### src/rtl/cam_match_iterator.sv
// Captures a CAM match vector and streams every set index, one per accepted
// handshake, in a selectable priority order. Zero vectors raise a one-cycle miss.
module cam_match_iterator #(
    parameter int unsigned N         = 32,
    parameter int unsigned IDX_W     = $clog2(N),
    parameter bit          MSB_FIRST = 1'b1
) (
    input  logic             clk_i,
    input  logic             rst_ni,
    input  logic [N-1:0]     match_i,
    input  logic             match_valid_i,
    output logic             match_ready_o,
    input  logic             flush_i,
    output logic [IDX_W-1:0] idx_o,
    output logic             idx_valid_o,
    input  logic             idx_ready_i,
    output logic             last_o,
    output logic             miss_o,
    output logic [IDX_W:0]   remaining_o
);

    localparam int unsigned CNT_W = IDX_W + 1;

    typedef enum logic [1:0] {
        S_IDLE = 2'd0,
        S_ITER = 2'd1,
        S_MISS = 2'd2
    } state_e;

    state_e           state_q, state_d;
    logic [N-1:0]     pending_q, pending_d;
    logic [IDX_W-1:0] enc_idx;
    logic [CNT_W-1:0] pend_cnt;
    logic [N-1:0]     idx_onehot;

    // Priority encode of the pending register; later loop hits override earlier ones.
    always_comb begin
        enc_idx = '0;
        if (MSB_FIRST) begin
            for (int i = 0; i < int'(N); i++) begin
                if (pending_q[i]) enc_idx = IDX_W'(i);
            end
        end else begin
            for (int i = int'(N) - 1; i >= 0; i--) begin
                if (pending_q[i]) enc_idx = IDX_W'(i);
            end
        end
    end

    always_comb begin
        pend_cnt = '0;
        for (int i = 0; i < int'(N); i++) begin
            pend_cnt = pend_cnt + CNT_W'(pending_q[i]);
        end
    end

    assign idx_onehot = {{(N-1){1'b0}}, 1'b1} << enc_idx;

    always_comb begin
        state_d       = state_q;
        pending_d     = pending_q;
        match_ready_o = 1'b0;
        idx_valid_o   = 1'b0;
        idx_o         = '0;
        last_o        = 1'b0;
        miss_o        = 1'b0;
        remaining_o   = '0;

        case (state_q)
            S_IDLE: begin
                match_ready_o = 1'b1;
                if (match_valid_i) begin
                    pending_d = match_i;
                    state_d   = (|match_i) ? S_ITER : S_MISS;
                end
            end
            S_MISS: begin
                miss_o  = 1'b1;
                state_d = S_IDLE;
            end
            S_ITER: begin
                idx_valid_o = 1'b1;
                idx_o       = enc_idx;
                remaining_o = pend_cnt;
                last_o      = (pend_cnt == CNT_W'(1));
                if (idx_ready_i) begin
                    pending_d = pending_q & ~idx_onehot;
                    if (last_o) state_d = S_IDLE;
                end
            end
            default: state_d = S_IDLE;
        endcase

        // Flush outranks every handshake, including a vector offered this cycle.
        if (flush_i) begin
            state_d   = S_IDLE;
            pending_d = '0;
        end
    end

    always_ff @(posedge clk_i or negedge rst_ni) begin
        if (!rst_ni) begin
            state_q   <= S_IDLE;
            pending_q <= '0;
        end else begin
            state_q   <= state_d;
            pending_q <= pending_d;
        end
    end

endmodule

### config.mk
export PLATFORM = sky130hd
export DESIGN_NAME = cam_match_iterator
export DESIGN_NICKNAME = d
export VERILOG_FILES = /design/src/rtl/cam_match_iterator.sv
export SDC_FILE = /design/constraint.sdc
export NUM_CORES = 1
export LEC_CHECK = 0
export BUFFER_PORTS_ARGS = -buffer_cell sky130_fd_sc_hd__buf_4
export CAP_MARGIN = 10
export CORE_UTILIZATION = 45
export DETAILED_ROUTE_END_ITERATION = 16
export PLACE_DENSITY = 0.68
export REMOVE_ABC_BUFFERS = 1
export SETUP_SLACK_MARGIN = 0.1
export SYNTH_ARGS = -nofsm -noshare
export SYNTH_HDL_FRONTEND = slang
export SYNTH_SLANG_ARGS = --single-unit
### constraint.sdc
create_clock -name clk_i -period 12.09 [get_ports clk_i]
set_input_delay 1.209 -clock clk_i [delete_from_list [all_inputs] [get_ports clk_i]]
set_output_delay 1.209 -clock clk_i [all_outputs]
set_load 0.05 [all_outputs]
### After elaboration in Yosys (flattened, before gate mapping)

Index checks and enable logic that the tools add are counted.

| storage, ports and cells | value |
|---|---|
| register bits | 34 |
| latch bits | 0 |
| bits in writable memories | 0 |
| bits in read-only memories | 0 |
| input bits | 37 |
| logic and storage cells | 94 |
| memories | 0 |

| operators by class | value |
|---|---|
| add/subtract/negate cells | 31 |
| $mul | 0 |
| divide/modulo/power cells | 0 |
| magnitude comparators | 0 |
| eq/ne operators | 6 |
| shift operators | 1 |
| mux-type cells | 47 |
| bitwise logic cells | 2 |
| reductions and logical operators | 5 |

Operators with widths:

| kind | number |
|---|---|
| 6-bit by 1-bit adder with 6-bit output | 26 |
| 5-bit two-way mux | 30 |
| 32-bit two-way mux | 3 |
| 32-bit one-hot mux with 2 select lines | 1 |
| 32-bit bitwise AND | 1 |
| 32-bit NOT | 1 |
| 32-bit OR reduction | 1 |
| 1-bit by 5-bit << shifter with 32-bit output, first input constant | 1 |
| 2-bit two-way mux | 6 |
| 3-bit != test, second input constant | 3 |
| 5-bit by 1-bit adder with 6-bit output | 1 |
| 6-bit by 1-bit equality test with 1-bit output, second input constant | 1 |
| 6-bit two-way mux | 1 |
| 3-bit AND reduction | 2 |
| 4-bit by 1-bit adder with 5-bit output | 1 |
| 1-bit two-way mux | 5 |
| 3-bit by 1-bit adder with 4-bit output | 1 |
| 2-bit one-hot mux with 2 select lines | 1 |
| 2-bit by 1-bit adder with 3-bit output | 1 |
| 3-bit nonzero test | 1 |
| 1-bit by 1-bit adder with 2-bit output | 1 |
| 2-bit by 1-bit equality test with 1-bit output, second input constant | 1 |
| 2-bit equality test, second input constant | 1 |
| 2-bit logical NOT | 1 |

### Logic depth before layout (Yosys ltp)

Gate-level depths: netlist of the first run.

| depth | value |
|---|---|
| word-level depth | 37 |
| mapped depth | 17 |
| gate-level depth less buffers | 17 |

### Worst setup path after synthesis of the first run

Ideal clock, no wire load.

| timing | value |
|---|---|
| path kind | register -> output |
| start | register pending_q[17] |
| end | output port last_o |
| arrival | 5.382 ns |
| setup slack | 5.499 ns |
| stages on the path, launching flop included | 18 |
| buffers on the path | 0 |
| cell sequence | dfrtp_1 fa_1 inv_1 fa_1 inv_1 fa_1 inv_1 fa_1 fa_1 fa_1 inv_1 ha_1 fa_1 a21o_1 a21oi_1 xnor2_1 nand4_1 nor2_1 |

| between the ends | value |
|---|---|
| cells in the longest elaborated chain, start to end | 17 |

Ends and longest elaborated chain:

| element | line | text |
|---|---|---|
| start: declaration | 31 | `logic [N-1:0] pending_q, pending_d;` |
| start signal: assignment | 107 | `pending_q <= pending_d;` |
| 6-bit by 1-bit adder with 6-bit output (15 in series) | 53 | `pend_cnt = pend_cnt + CNT_W'(pending_q[i]);` |
| 6-bit by 1-bit equality test with 1-bit output | 85 | `last_o = (pend_cnt == CNT_W'(1));` |
| 1-bit two-way mux | 69 | `case (state_q)` |
| end: declaration | 17 | `output logic last_o,` |

No other way between the ends.

### Worst setup path after layout of the first run

Same ends and word-level chain as after synthesis.

==> flow_summary.yaml, run 1 <==
outcome:
  status: "finished, final reports clean"
setup_path:
  critPathMaxStageDelay_ps: 570
  critPathMostFrequentCell: "fa_1"
  critPathBufInv: 5
  path_class: "flip-flop to output port"
  worstPathRequired_ps: 10880
  arrival_ps: 5570
  cp_cell_sequence: "fa_1 -> inv_1 -> fa_1 -> inv_1 -> fa_1 -> inv_1 -> fa_1 -> fa_1 -> fa_1 -> inv_1 -> ha_1 -> fa_1 -> a21o_1 -> a21oi_1 -> xnor2_1 -> nand4_1 -> nor2_1 -> buf_4"
  path_max_fanout: 6
  cp_top_family: "adder cells"
  cp_slowest_cell: "fa_1"
  cp-end-kind: "output port"
  worstSetupStartpointType: "flip-flop"
placement:
  place_ws_ps: 5620
  place_hpwl_um: 6920
  io_buffer_count: 51
  place_congestion: 0.900
drt:
  remaining_drc_errors: 0
  first_iter_violations: 224
  postRouteAntennaNets: 0
  vias_per_cell: 6.08
  routed_wl_um: 8780
  detail_route.wl_per_cell_um: 19.3
  first_pass_iters: 5
  dr_total_vias: 2771
yosys:
  synth_ff_type: "dfrtp_1"
  synth_edf_count: 0
  netlist_area_um2: 2970
  synthArstFlopShare_pct: 100
  synth_cells: 331
  ys_seq_area_share_pct: 28.6
  yosysUniqueCellTypes: 57
  syn_avg_cell_area_um2: 8.98
  synth_warnings: 0
  ys_ff_latch: 34
floorplanning:
  die_x_um: 83.3
  initial_core_util_pct: 46.8
  core_area_um2: 6350
  chipHeight_um: 83.3
  dieArea_um2: 6940
  ios: 52
  row_count: 29
global_route:
  grt_max_degree: 35
  grt_usage_pct: 26.8
  grt_pass1_wl_um: 14300
  grt_pass1_vias: 2712
  grt_overflow_total: 0
  antenna_found_initial: 0
timing:
  setup_tns_ps: 0
  fin_worst_skew_ps: 9.66
  period_share_pct: 56.1
  rsz0062_at_grt: "no"
  setup_ws_ps: 5310
  final-hold-violation-count: 0
  maxSlewHeadroom_pct: 49.0
  fmax_mhz: 147
  period_needed_ps: 6780
  maxSlewViolCount: 0
  setup_viol: 0
  tightest_slew_ps: 757
layout:
  layout_common_cells: "54 x buf_4, 40 x inv_1, 34 x dfrtp_1, 33 x nor2_1, 27 x nand2_1"
  areaGrowthSynthToFinish_pct: 18.1
  n_fill_cell: 587
  finalNetCount: 448
  drive_gt1_share_pct: 19.3
  diodes: 0
  final_common_cell: "buf_4"
job:
  maxCapViolCount: 0
clocking:
  clk_pin_slew_worst_paths_ps: 70
  cts-root-buf: "clkbuf_8"
  cts_setup_buffers: 0
  cts_hold_buf: 0
  cts_repair_resize_count: 0
  clockBufferDepth: 2
  cts.sinks: 34
  htree_levels: 2
  clock_latency_ps: 290
  cts_buffers: 5
  cts_tree: "done"
min_path:
  min_path_type: "flip-flop to flip-flop"
## cell usage after synthesis, types with 3 or more instances
cell type | instances | area, µm²
inv_1 | 40 | 150
dfrtp_1 | 34 | 851
nor2_1 | 34 | 128
nand2_1 | 27 | 101
fa_1 | 24 | 480
o21ai_1 | 17 | 85.1
a22oi_1 | 14 | 105
nor4_1 | 14 | 87.6
a32o_1 | 9 | 90.1
clkbuf_1 | 9 | 33.8
ha_1 | 7 | 87.6
nor3_1 | 7 | 35.0
and2_1 | 6 | 37.5
nand4_1 | 6 | 37.5
o21ai_0 | 6 | 30.0
a31oi_1 | 5 | 31.3
a21o_1 | 3 | 22.5
a21oi_1 | 3 | 15.0
a32oi_1 | 3 | 26.3
buf_2 | 3 | 15.0
nand2b_1 | 3 | 18.8
nand4b_1 | 3 | 26.3
nor2b_1 | 3 | 18.8
o211ai_1 | 3 | 22.5
o21a_1 | 3 | 22.5
## per-stage QoR
stage / cells / hold slack (ps) / util (%) / instance area [µm²]
floorplan: 319 / 512 / - / 2920
global placement: 450 / 579 / 54.0 / 3430
detailed placement: 450 / 574 / 54.0 / 3430
CTS: 456 / 588 / 55.3 / 3510
global route: 456 / 622 / 55.3 / 3510
finish: 456 / 576 / 55.3 / 3510
## logic make-up after synthesis
kind of cell,after synthesis,synth area share [%]
and+or+nand+nor,124,23.1
DFF,34,28.6
xor gates and xnor gates,3,0.884
buffers and inverters,52,6.69
AOI/OAI and AO/OA,84,20.5
muxes,3,1.05
adders and majority gates,31,19.1
## state kept, by name (all words and copies together), names as in the netlist
signal,flops
pending_q,32
state_q,2
## per-layer routing
metal	routed length (µm)	up-vias	global-route usage [%]	share of wire, %
met2	4070	128	40.7	46
met3	683	16	5.67	7.8
met5	0	-	0	0
li1	-	1288	-	-
met4	243	0	10.5	2.8
met1	3790	1339	37.5	43
## final cells by class
type | instances | area [µm²] | area share [%]
Clock buffer | 6 | 82.6 | 2.35
Inverter | 40 | 150 | 4.28
Multi-Input combinational cell | 245 | 1930 | 54.8
Sequential cell | 34 | 851 | 24.2
Tap cell | 77 | 96.3 | 2.74
Timing Repair Buffer | 54 | 405 | 11.5
## path summary, 6_finish.rpt
| check | slack (ps) | depth (start not counted) | end | from |
|---|---|---|---|---|
| max | 5310 | 18 | last_o | pending_q[17] |
| min | 580 | 1 | pending_q[0] | pending_q[0] |
| max reg2reg | 6810 | 17 | state_q[0] | pending_q[17] |
| min reg2reg | 580 | 1 | pending_q[0] | pending_q[0] |
| max in group asynchronous | 10900 | 1 | pending_q[5] | rst_ni |
| min in group asynchronous | 860 | 1 | pending_q[26] | rst_ni |
Power of run 1 is left out: the tool's default activity adds up to more than one toggle a clock period on the data nets, which glitch-free logic cannot reach.
==> run 2: changes to the inputs <==
Settings changed: PLACE_DENSITY 0.68 to 0.71.
Clock period 12.09 ns to 5.9 ns, I/O delays scaled along.
==> run 2 against run 1 <==
Final area increased by 7.3%. First-iteration DRC count increased by 14%. The flow now finishes with violations (setup timing). Cell count increased by 6.1%. Register-to-register slack got worse by 6800 ps. Worst hold slack got worse by 350 ps. Die area unchanged. Global-route usage increased by 0.62 points.
==> flow_summary.yaml, run 2 (synthesized netlist as in run 1, its figures left out) <==
setup_path:
  path_max_fanout: 2
  regToRegSetupSlack_ps: 0
  reg2reg_depth: 24
  cp_slowest_cell: "fa_1"
  critPathMostFrequentCell: "fa_1"
  critPathMaxStageDelay_ps: 560
  worstPathRequired_ps: 5310
  r2r_end: "state_q[0]"
  cp_cell_sequence: "fa_1 -> inv_2 -> fa_1 -> inv_1 -> fa_1 -> inv_2 -> fa_2 -> fa_2 -> fa_1 -> inv_2 -> ha_4 -> fa_2 -> a21o_1 -> a21oi_2 -> xnor2_1 -> nand4_1 -> nor2_1 -> buf_6"
  cp-end-kind: "output port"
  arrival_ps: 5320
  r2r-start: "pending_q[17]"
  cp_top_family: "adder cells"
  critPathBufInv: 5
  worstSetupStartpointType: "flip-flop"
  path_class: "flip-flop to output port"
global_route:
  grt_max_degree: 35
  grt_overflow_total: 0
  antenna_found_initial: 0
  grt_pass1_wl_um: 14700
  grt_usage_pct: 27.4
  grt_pass1_vias: 2846
timing:
  final-hold-violation-count: 0
  tightest_slew_ps: 792
  maxSlewViolCount: 0
  maxSlewHeadroom_pct: 46.8
  period_needed_ps: 5910
  period_share_pct: 100
  fin_worst_skew_ps: 8.65
  setup_viol: 1
  whs_ps: 227
  setup_ws_ps: -8.45
  fmax_mhz: 169
  rsz0062_at_grt: "yes"
layout:
  drive_gt1_share_pct: 27.5
  reg.largest.list: "pending_q x32, state_q x2"
  largest_register: "pending_q"
  final_common_cell: "buf_4"
  areaGrowthSynthToFinish_pct: 26.7
  finalNetCount: 474
  largest_reg_flops: 32
  diodes: 0
  layout_common_cells: "77 x buf_4, 37 x inv_1, 32 x nor2_1, 32 x dfrtp_1, 27 x nand2_1"
drt:
  dr_total_vias: 2911
  first_iter_violations: 256
  first_pass_iters: 6
  vias_per_cell: 6.01
  detail_route.wl_per_cell_um: 18.8
  postRouteAntennaNets: 0
  routed_wl_um: 9080
  remaining_drc_errors: 0
floorplanning:
  ios: 52
  dieArea_um2: 6940
  die_x_um: 83.3
  row_count: 29
  core_area_um2: 6350
  initial_core_util_pct: 46.8
  chipHeight_um: 83.3
clocking:
  cts-root-buf: "clkbuf_8"
  cts_buffers: 5
  clk_pin_slew_worst_paths_ps: 80
  htree_levels: 2
  cts.sinks: 34
  clockBufferDepth: 2
  cts_tree: "done"
  cts_hold_buf: 0
  clock_latency_ps: 300
min_path:
  min_path_type: "input pin to asynchronous set/reset pin"
outcome:
  failed_checks: "setup timing"
  status: "complete, but fails checks"
placement:
  place_congestion: 0.890
  io_buffer_count: 51
  place_hpwl_um: 6950
job:
  maxCapViolCount: 0
-- run 2: worst max path at each step --
stage	end	depth (start not counted)	start	slack [ps]
floorplan	last_o	17	pending_q[17]	-70
detailed placement	last_o	18	pending_q[19]	100
global route	last_o	18	pending_q[17]	-220
CTS	last_o	18	pending_q[17]	8
finish	last_o	18	pending_q[17]	-8
global placement	last_o	18	pending_q[19]	190
-- run 2: timing repair --
| item | CTS | global route |
|---|---|---|
| gates resized for setup | 7 | 11 |
| setup buffers | 13 | 4 |
| pin swaps | 9 | 7 |
| setup endpoints to repair | 2 | 4 |
-- run 2: per-layer routing --
metal | wire (µm) | GRT usage, % | up-vias
li1 | - | - | 1335
met1 | 3880 | 37.7 | 1415
met2 | 4410 | 42.8 | 135
met3 | 586 | 4.87 | 26
met4 | 211 | 11.1 | 0
met5 | 0 | 1.52 | -
-- run 2: final cells by class --
class | instances | area [µm²]
Fill cell | 553 | 2580
Multi-Input combinational cell | 245 | 1960
Sequential cell | 34 | 853
Timing Repair Buffer | 80 | 616
Inverter | 40 | 150
Tap cell | 77 | 96.3
Clock buffer | 7 | 86.3
Clock inverter | 1 | 5.00
-- run 2: metrics by stage --
step	utilization, %	TNS (ps)	area, µm²	cells	worst slack (ps)
6_report	59.3	-8.45	3770	484	-8.45
3_5_place_dp	55.1	0	3500	459	103
4_1_cts	58.3	0	3700	480	7.79
3_3_place_gp	55.1	0	3500	459	186
5_1_grt	59.3	-661	3770	484	-220
2_1_floorplan	-	-72.1	2920	319	-72.1
Power of run 2 is left out for the same reason.
